===== config.mk =====
export PLATFORM = sky130hd
export DESIGN_NAME = fetch
export DESIGN_NICKNAME = d
export VERILOG_FILES = /design/src/rtl/fetch.sv
export SDC_FILE = /design/constraint.sdc
export NUM_CORES = 1
export LEC_CHECK = 0
export ABC_AREA = 1
export CAP_MARGIN = 30
export CORE_UTILIZATION = 48
export CTS_CLUSTER_DIAMETER = 150
export DETAILED_ROUTE_END_ITERATION = 12
export PLACE_DENSITY_LB_ADDON = 0.25
export REMOVE_ABC_BUFFERS = 1
export SYNTH_ARGS = -nofsm -noshare
export SYNTH_HDL_FRONTEND = slang
export SYNTH_SLANG_ARGS = --single-unit

===== constraint.sdc =====
create_clock -name clk -period 6.69 [get_ports clk]
set_input_delay 1.6725 -clock clk [delete_from_list [all_inputs] [get_ports clk]]
set_output_delay 1.6725 -clock clk [all_outputs]
set_load 0.03 [all_outputs]

===== src/rtl/fetch.sv =====
// Beta pipeline instruction fetch stage. It owns the PC and keeps at most one instruction-memory request outstanding.
// It handles redirects and exceptions, and inserts NOP bubbles when no instruction is ready.
`ifndef INST_NOP
`define INST_NOP 32'h83FF_F800
`endif

module fetch #(
    parameter logic [31:0] RESET_VECTOR = 32'h8000_0000,
    parameter logic [31:0] ILLOP_VECTOR = 32'h8000_0004,
    parameter logic [31:0] IRQ_VECTOR   = 32'h8000_0008
) (
    input  logic        clk,
    input  logic        rst,
    input  logic        stall,
    input  logic        op_jmp,
    input  logic        op_beq,
    input  logic        op_bne,
    input  logic        zero,
    input  logic [31:0] jump_addr,
    input  logic [31:0] branch_addr,
    input  logic        except_illop,
    input  logic        except_irq,
    output logic        imem_req,
    output logic [31:0] imem_addr,
    input  logic        imem_gnt,
    input  logic        imem_rvalid,
    input  logic [31:0] imem_rdata,
    output logic [31:0] inst,
    output logic [31:0] pc_plus_four
);

    typedef enum logic [1:0] {S_REQ, S_WAIT, S_HOLD} state_t;

    state_t      r_state;
    logic [31:0] r_pc;
    logic [31:0] r_inst;
    logic [31:0] r_ppf;
    logic [31:0] r_hold;
    logic        r_squash;

    logic        w_branch;
    logic        w_redirect;
    logic        w_irq;
    logic        w_flush;
    logic [31:0] w_target;
    logic        w_deliver;
    logic [31:0] w_word;

    assign w_branch   = (op_beq & zero) | (op_bne & ~zero);
    assign w_redirect = ~stall & (op_jmp | w_branch);
    // Interrupts are masked while the PC is in supervisor space.
    assign w_irq      = except_irq & ~r_pc[31];
    assign w_flush    = except_illop | w_irq | w_redirect;

    always_comb begin
        w_target = {r_pc[31] & jump_addr[31], jump_addr[30:2], 2'b00};
        if (except_illop)
            w_target = ILLOP_VECTOR;
        else if (w_irq)
            w_target = IRQ_VECTOR;
        else if (w_branch)
            w_target = branch_addr;
    end

    always_comb begin
        w_deliver = 1'b0;
        w_word    = imem_rdata;
        if (r_state == S_WAIT && imem_rvalid && !r_squash && !stall && !w_flush) begin
            w_deliver = 1'b1;
        end else if (r_state == S_HOLD && !stall && !w_flush) begin
            w_deliver = 1'b1;
            w_word    = r_hold;
        end
    end

    assign imem_req     = (r_state == S_REQ);
    assign imem_addr    = r_pc;
    assign inst         = r_inst;
    assign pc_plus_four = r_ppf;

    always_ff @(posedge clk or posedge rst) begin
        if (rst) begin
            r_state  <= S_REQ;
            r_pc     <= RESET_VECTOR;
            r_inst   <= `INST_NOP;
            r_ppf    <= RESET_VECTOR;
            r_hold   <= '0;
            r_squash <= 1'b0;
        end else begin
            case (r_state)
                S_REQ: begin
                    // A redirect that coincides with a grant leaves a stale response in flight.
                    if (imem_gnt) begin
                        r_state  <= S_WAIT;
                        r_squash <= w_flush;
                    end
                end
                S_WAIT: begin
                    if (imem_rvalid) begin
                        r_squash <= 1'b0;
                        if (r_squash || w_flush) begin
                            r_state <= S_REQ;
                        end else if (stall) begin
                            r_hold  <= imem_rdata;
                            r_state <= S_HOLD;
                        end else begin
                            r_state <= S_REQ;
                        end
                    end else if (w_flush) begin
                        r_squash <= 1'b1;
                    end
                end
                S_HOLD: begin
                    if (w_flush || !stall)
                        r_state <= S_REQ;
                end
                default: r_state <= S_REQ;
            endcase

            if (w_flush)
                r_pc <= w_target;
            else if (w_deliver)
                r_pc <= r_pc + 32'd4;

            if (!stall) begin
                if (w_deliver) begin
                    r_inst <= w_word;
                    r_ppf  <= r_pc + 32'd4;
                end else begin
                    r_inst <= `INST_NOP;
                end
            end
        end
    end

endmodule


==> results.sh, run 1 <==
export IMPL_outcome="finished, final reports clean"
export IMPL_yosys_area_top_type_share_pct=41.7
export IMPL_synth_top_area_cell="dfrtp_1"
export IMPL_synthTopCellsByArea="dfrtp_1 42%, nand2_1 14%, dfstp_2 7.0%"
export IMPL_remaining_drc_errors=0
export IMPL_required_ns=7.02
export IMPL_ctsLongestPathBuffers=2
export IMPL_crit_path_end_kind="flop"
export IMPL_critPathBufInv=3
export IMPL_crit_fanout=42
export IMPL_syn_area_um2=6790
export IMPL_design_area_um2=9470
export IMPL_grt_usage_pct=27.8
export IMPL_first_pass_iters=5
export IMPL_cts_tree="done"
export IMPL_clkLatencyLatePin_ns=0.42
export IMPL_post_route_period_util_pct=69.4
export IMPL_cts_repair_resized=0
export IMPL_clockRootBuffer="clkbuf_16"
export IMPL_synthToLayoutAreaGrowth_pct=39.5
export IMPL_fmax_ghz=0.215
export IMPL_setup_viol=0
export IMPL_ys_seq_elements=131
export IMPL_post_route_min_period_ns=4.64
export IMPL_antenna_cells=0
export IMPL_ys_seq_area_share_pct=48.6
export IMPL_grt_overflow=0
export IMPL_hold_violations=0
export IMPL_crit_path_top_delay_cell="clkdlybuf4s50_1"
export IMPL_setup_slack_ns=2.05
export IMPL_relSlewSlack_pct=37.9
export IMPL_crit_type="primary input to flop"
export IMPL_path_depth=8
export IMPL_num_vias=6399
export IMPL_port_buffers=201
export IMPL_placed_area_um2=8850
export IMPL_final_nets=1136
export IMPL_rsz0062_at_grt="false"
export IMPL_hold_class="flop to flop"
export IMPL_min_from="pc_plus_four[31]$_DFFE_PP1P_"
export IMPL_synth_distinct_cells=36
export IMPL_grt_max_degree=88
export IMPL_row_count=43
export IMPL_startpoint="stall"
export IMPL_antenna_found_initial=0
export IMPL_r2r_start="r_state[1]$_DFFE_PP0P_"
export IMPL_setup_tns_ns=0
export IMPL_dieArea_um2=14600
export IMPL_irDropWorstVdd_uv=169
export IMPL_synth_edf_count=0
export IMPL_die_w_um=121
export IMPL_cpLargestDelayFamily="buffers and inverters"
export IMPL_slowest_delay_ns=0.82
export IMPL_htree_levels=4
export IMPL_crit_chain="clkdlybuf4s50_1 > inv_4 > nand3_4 > nor2_8 > o21ai_4 > inv_2 > o21ai_0 > o21ai_1"
export IMPL_maxCapViolations=0
export IMPL_cts_setup_buffers=0
export IMPL_fin_util_pct=68.5
export IMPL_synthCells=841
export IMPL_hold_ws_ns=0.461
export IMPL_place_ws_ns=1.63
export IMPL_clock_sinks=131
export IMPL_reg2regPathDepth=7
export IMPL_cts_clk_slew_worst_paths_ns=0.06
export IMPL_ys_warnings_count=0
export IMPL_drtIter0Drc=496
export IMPL_ys_flop_type="dfrtp_1"
export IMPL_dp_hpwl_um=13100
export IMPL_core_area_um2=13800
export IMPL_grt_pass1_vias=5900
export IMPL_gp_congestion=0.901
export IMPL_avgSynthCellArea_um2=8.07
export IMPL_power_density_nw_per_um2=287
export IMPL_numCtsBuffers=17
export IMPL_fin_worst_skew_ns=0.00592
export IMPL_start_kind="primary input"
export IMPL_p_leak_nw=4.28
export IMPL_vias_per_cell=5.24
export IMPL_ioPinCount=204
export IMPL_async_reset_ff_share_pct=100
export IMPL_die_y_um=121
export IMPL_grt_pass1_wl_um=31100
export IMPL_initial_core_util_pct=49.1
export IMPL_cts_hold_buf=0
export IMPL_maxSlewViolCount=0
export IMPL_wl_um=19700
export IMPL_arrival_ns=4.98
export IMPL_tightest_slew_ns=0.927
export IMPL_whs_path_depth=2
export IMPL_drive_above_1_share_pct=11.6
export IMPL_avgRoutedWirePerCell_um=16.2
export IMPL_ant_nets=0
-- layout by cell type (no fill, tap or decap), drive strengths merged --
cell type	count
nand2	265
clkdlybuf4s50	201
dfrtp	113
nor2	95
o21ai	94
inv	59
a21oi	53
nand3	29
mux2	21
dfstp	18
clkbuf	18
or2	17
xor2	13
o211ai	9
o2111ai	6
nand3b	5
xnor2	5
clkinvlp	5
buf	4
o22ai	3
bufinv	3
clkinv	3
nor3	1
ha	1
-- layer usage --
layer | vias to the layer above | track usage [%] | part of all wire [%]
met4 | 0 | 9.80 | 2.4
met1 | 3026 | 37.8 | 44
met2 | 242 | 43.5 | 46
met3 | 31 | 6.72 | 7.1
met5 | - | 0 | 0
li1 | 3100 | - | -
-- cell usage after synthesis, drive strengths merged (11+ instances only) --
cell type  number
inv            56
nor2           95
nand3          29
mux2           21
a21oi          53
nand2         265
dfstp          18
o21ai          94
or2            17
clkbuf         11
buf            26
dfrtp         113
xor2           13
-- area by class of cell --
| cell class | instances | area, um^2 |
|---|---|---|
| Sequential cell | 131 | 3300 |
| Timing Repair Buffer | 205 | 2040 |
| Multi-Input combinational cell | 617 | 3060 |
| Clock inverter | 14 | 179 |
| Inverter | 56 | 223 |
| Clock buffer | 18 | 439 |
| Fill cell | 1162 | 4360 |
| Tap cell | 180 | 225 |
-- state kept, by name, indices dropped and copies added, names as in the netlist --
register and count:
imem_addr 32, inst 32, pc_plus_four 32, r_hold 32, r_squash 1, r_state 2
-- where the power goes --
group	internal (mW)	switching (mW)	total, mW
clock network	0.600	0.368	0.968
registers	0.957	0.113	1.07
logic	0.303	0.379	0.681
total	1.86	0.859	2.72
-- metrics by stage --
stage	std cells	power (mW)
2_1_floorplan	804	1.46
3_3_place_gp	1189	1.74
3_5_place_dp	1189	1.76
4_1_cts	1221	2.73
5_1_grt	1221	2.84
6_report	1221	2.72
-- cell families (layout without fill, tap and decap cells) --
logic type | Yosys count | after routing | synth area share, %
buffers and inverters | 93 | 293 | 6.43
AO/OA/AOI/OAI | 165 | 165 | 13.2
XOR/XNOR | 18 | 18 | 2.32
adder cells (fa/ha/maj) | 1 | 1 | 0.184
flip-flops | 131 | 131 | 48.6
AND/OR/NAND/NOR | 412 | 412 | 25.8
multiplexers | 21 | 21 | 3.48
-- final timing paths --
kind                                           endpoint  slack [ns]
hold / removal             pc_plus_four[31]$_DFFE_PP1P_        0.46
setup reg to reg                    inst[2]$_DFFE_PP0N_        3.74
setup / recovery                    inst[2]$_DFFE_PP0N_        2.05
min in group asynchronous   pc_plus_four[0]$_DFFE_PP0P_        1.80
hold reg to reg            pc_plus_four[31]$_DFFE_PP1P_        0.46
max in group asynchronous         r_hold[1]$_DFFE_PP0P_        3.80
-- worst register-to-register path: stages, from the launching register on --
cell and delay, ns:
dfrtp_1 0.37, inv_1 0.11, nand3_1 0.14, nor2_4 0.71, o21ai_4 0.42, inv_2 0.70
o21ai_0 0.22, o21ai_1 0.19
(Power assumes the default switching activity.)
==> run 2: changes to the inputs <==
--- a/config.mk
+++ b/config.mk
@@ -7,7 +7,7 @@
 export LEC_CHECK = 0
 export ABC_AREA = 1
 export CAP_MARGIN = 30
-export CORE_UTILIZATION = 48
+export CORE_UTILIZATION = 43
 export CTS_CLUSTER_DIAMETER = 150
 export DETAILED_ROUTE_END_ITERATION = 12
 export PLACE_DENSITY_LB_ADDON = 0.25
==> constraint.sdc (replaced) <==
create_clock -name clk -period 3.8 [get_ports clk]
set_input_delay 0.95 -clock clk [delete_from_list [all_inputs] [get_ports clk]]
set_output_delay 0.95 -clock clk [all_outputs]
set_load 0.03 [all_outputs]
==> results.sh, run 2 (synthesis gave the netlist of run 1 again) <==
export IMPL_grt_usage_pct=25.1
export IMPL_pwr_share_clk_pct=35.3
export IMPL_reg2regPathDepth=6
export IMPL_remaining_drc_errors=0
export IMPL_r2r_start="imem_addr[31]$_DFFE_PP1P_"
export IMPL_drive_above_1_share_pct=12.2
export IMPL_avgRoutedWirePerCell_um=15.8
export IMPL_pwr_share_seq_pct=39.3
export IMPL_row_count=45
export IMPL_cts_tree="done"
export IMPL_wl_um=19900
export IMPL_fillers=1383
export IMPL_grt_pass1_wl_um=31500
export IMPL_cts_setup_buffers=0
export IMPL_core_area_um2=15300
export IMPL_die_w_um=128
export IMPL_initial_core_util_pct=44.3
export IMPL_gp_congestion=0.896
export IMPL_cp_common_cell="nand2_1"
export IMPL_clock_sinks=131
export IMPL_fmax_ghz=0.353
export IMPL_arrival_ns=3.20
export IMPL_worstReg2RegEnd="r_hold[17]$_DFFE_PP0P_"
export IMPL_grt_overflow=0
export IMPL_num_vias=6429
export IMPL_setup_viol=0
export IMPL_fin_worst_skew_ns=0.00904
export IMPL_irDropWorstVdd_uv=308
export IMPL_clockRootBuffer="clkbuf_16"
export IMPL_ant_nets=0
export IMPL_crit_type="primary input to flop"
export IMPL_tightest_slew_ns=0.632
export IMPL_dp_hpwl_um=13400
export IMPL_p_int_mw=3.28
export IMPL_reg2reg_setup_slack_ns=1.50
export IMPL_first_pass_iters=4
export IMPL_p_sw_mw=1.49
export IMPL_ioPinCount=204
export IMPL_maxCapViolations=0
export IMPL_place_ws_ns=0.499
export IMPL_crit_path_end_kind="flop"
export IMPL_port_buffers=201
export IMPL_netSwitchingFraction_pct=31.3
export IMPL_maxSlewViolCount=0
export IMPL_seqCellArea_um2=3300
export IMPL_drtIter0Drc=499
export IMPL_grt_max_degree=69
export IMPL_relSlewSlack_pct=57.8
export IMPL_crit_fanout=32
export IMPL_fin_cells=1261
export IMPL_rsz0062_at_grt="false"
export IMPL_whs_path_depth=2
export IMPL_post_route_period_util_pct=74.6
export IMPL_min_to="pc_plus_four[31]$_DFFE_PP1P_"
export IMPL_p_comb_share_pct=25.4
export IMPL_grt_pass1_vias=6097
export IMPL_post_route_min_period_ns=2.84
export IMPL_start_kind="primary input"
export IMPL_synthToLayoutAreaGrowth_pct=41.2
export IMPL_numCtsBuffers=17
export IMPL_p_leak_nw=4.33
export IMPL_setup_slack_ns=0.963
export IMPL_die_y_um=128
export IMPL_design_area_um2=9590
export IMPL_clkLatencyLatePin_ns=0.42
export IMPL_htree_levels=4
export IMPL_dieArea_um2=16300
export IMPL_antenna_cells=0
export IMPL_ctsLongestPathBuffers=2
export IMPL_multi_input_area_um2=3060
export IMPL_placed_area_um2=8980
export IMPL_most_common_layout_cells="259 x nand2_1, 201 x clkdlybuf4s50_1, 113 x dfrtp_1, 88 x nor2_1, 66 x o21ai_0"
export IMPL_power_density_nw_per_um2=498
export IMPL_hold_violations=0
export IMPL_crit_chain="clkdlybuf4s50_1 > nand2_1 > nand2_2 > nand2_4 > nor2_8 > o21ai_4 > inv_2 > buf_4 > nand2_1 > nand2_1"
export IMPL_cts_repair_resized=0
export IMPL_mostFrequentLayoutCell="nand2_1"
export IMPL_outcome="finished, final reports clean"
export IMPL_hold_class="flop to flop"
export IMPL_cts_clk_slew_worst_paths_ns=0.06
export IMPL_min_from="pc_plus_four[31]$_DFFE_PP1P_"
export IMPL_slowest_delay_ns=0.51
export IMPL_crit_path_top_delay_cell="inv_2"
export IMPL_final_nets=1145
export IMPL_cts_hold_buf=0
export IMPL_vias_per_cell=5.10
export IMPL_required_ns=4.16
export IMPL_antenna_found_initial=0
export IMPL_dpl_cell_count=1229
==> run 2: changes by cell type in the layout (fill, tap and decap cells not counted), sizes merged <==
cell	before	now
inv	59	57
clkbuf	18	20
buf	4	13
clkinvlp	5	3
clkinv	3	5
==> run 2: routing by layer <==
layer / wire length [um] / part of all wire, % / global-route usage [%]
met1: 9050 / 45 / 34.9
met2: 9130 / 46 / 38.9
met3: 1310 / 6.5 / 4.92
met4: 455 / 2.3 / 9.83
met5: 0 / 0 / 0
==> run 2: how the worst max path moves through the flow <==
| stage | from | end | slack, ns |
|---|---|---|---|
| 5_1_grt | op_beq | pc_plus_four[12]$_DFFE_PP0P_ | 0.75 |
| 2_1_floorplan | rst | imem_addr[0]$_DFFE_PP0P_ | -0.62 |
| 3_3_place_gp | zero | pc_plus_four[12]$_DFFE_PP0P_ | 0.51 |
| 4_1_cts | zero | pc_plus_four[12]$_DFFE_PP0P_ | 0.94 |
| 6_report | zero | pc_plus_four[12]$_DFFE_PP0P_ | 0.96 |
| 3_5_place_dp | zero | pc_plus_four[12]$_DFFE_PP0P_ | 0.50 |
==> run 2: cell type report <==
cell class,count,area share [%]
sequential,131,34.4
multi-input combinational,617,31.9
timing repair buffer,214,22.3
clock buffer,20,4.66
tap,211,2.75
inverter,56,2.32
clock inverter,12,1.64
==> run 2: power groups by stage <==
stage                     Combinational [mW]  Sequential [mW]  Clock [mW]
final                                   1.21             1.88        1.69
after global routing                    1.32             1.91        1.77
after CTS                               1.22             1.87        1.71
after detailed placement                1.21             1.89           0
after global placement                  1.20             1.88           0
after floorplan                        0.489             2.08           0
==> run 2: worst max-delay path: cells and delay by family <==
family	cells	cell delay (ns)
AOI/OAI and AO/OA	1	0.18
and+or+nand+nor	6	0.76
buffers and inverters	3	1.28
==> run 2: per-stage QoR <==
stage / power [mW] / TNS (ns) / utilization [%] / hold WS (ns)
after floorplan: 2.57 / -69.82 / - / 0.454
after global placement: 3.08 / 0 / 58.6 / 0.455
after detailed placement: 3.10 / 0 / 58.6 / 0.465
after CTS: 4.80 / 0 / 62.6 / 0.477
after global routing: 5.00 / 0 / 62.6 / 0.500
final: 4.77 / 0 / 62.6 / 0.469
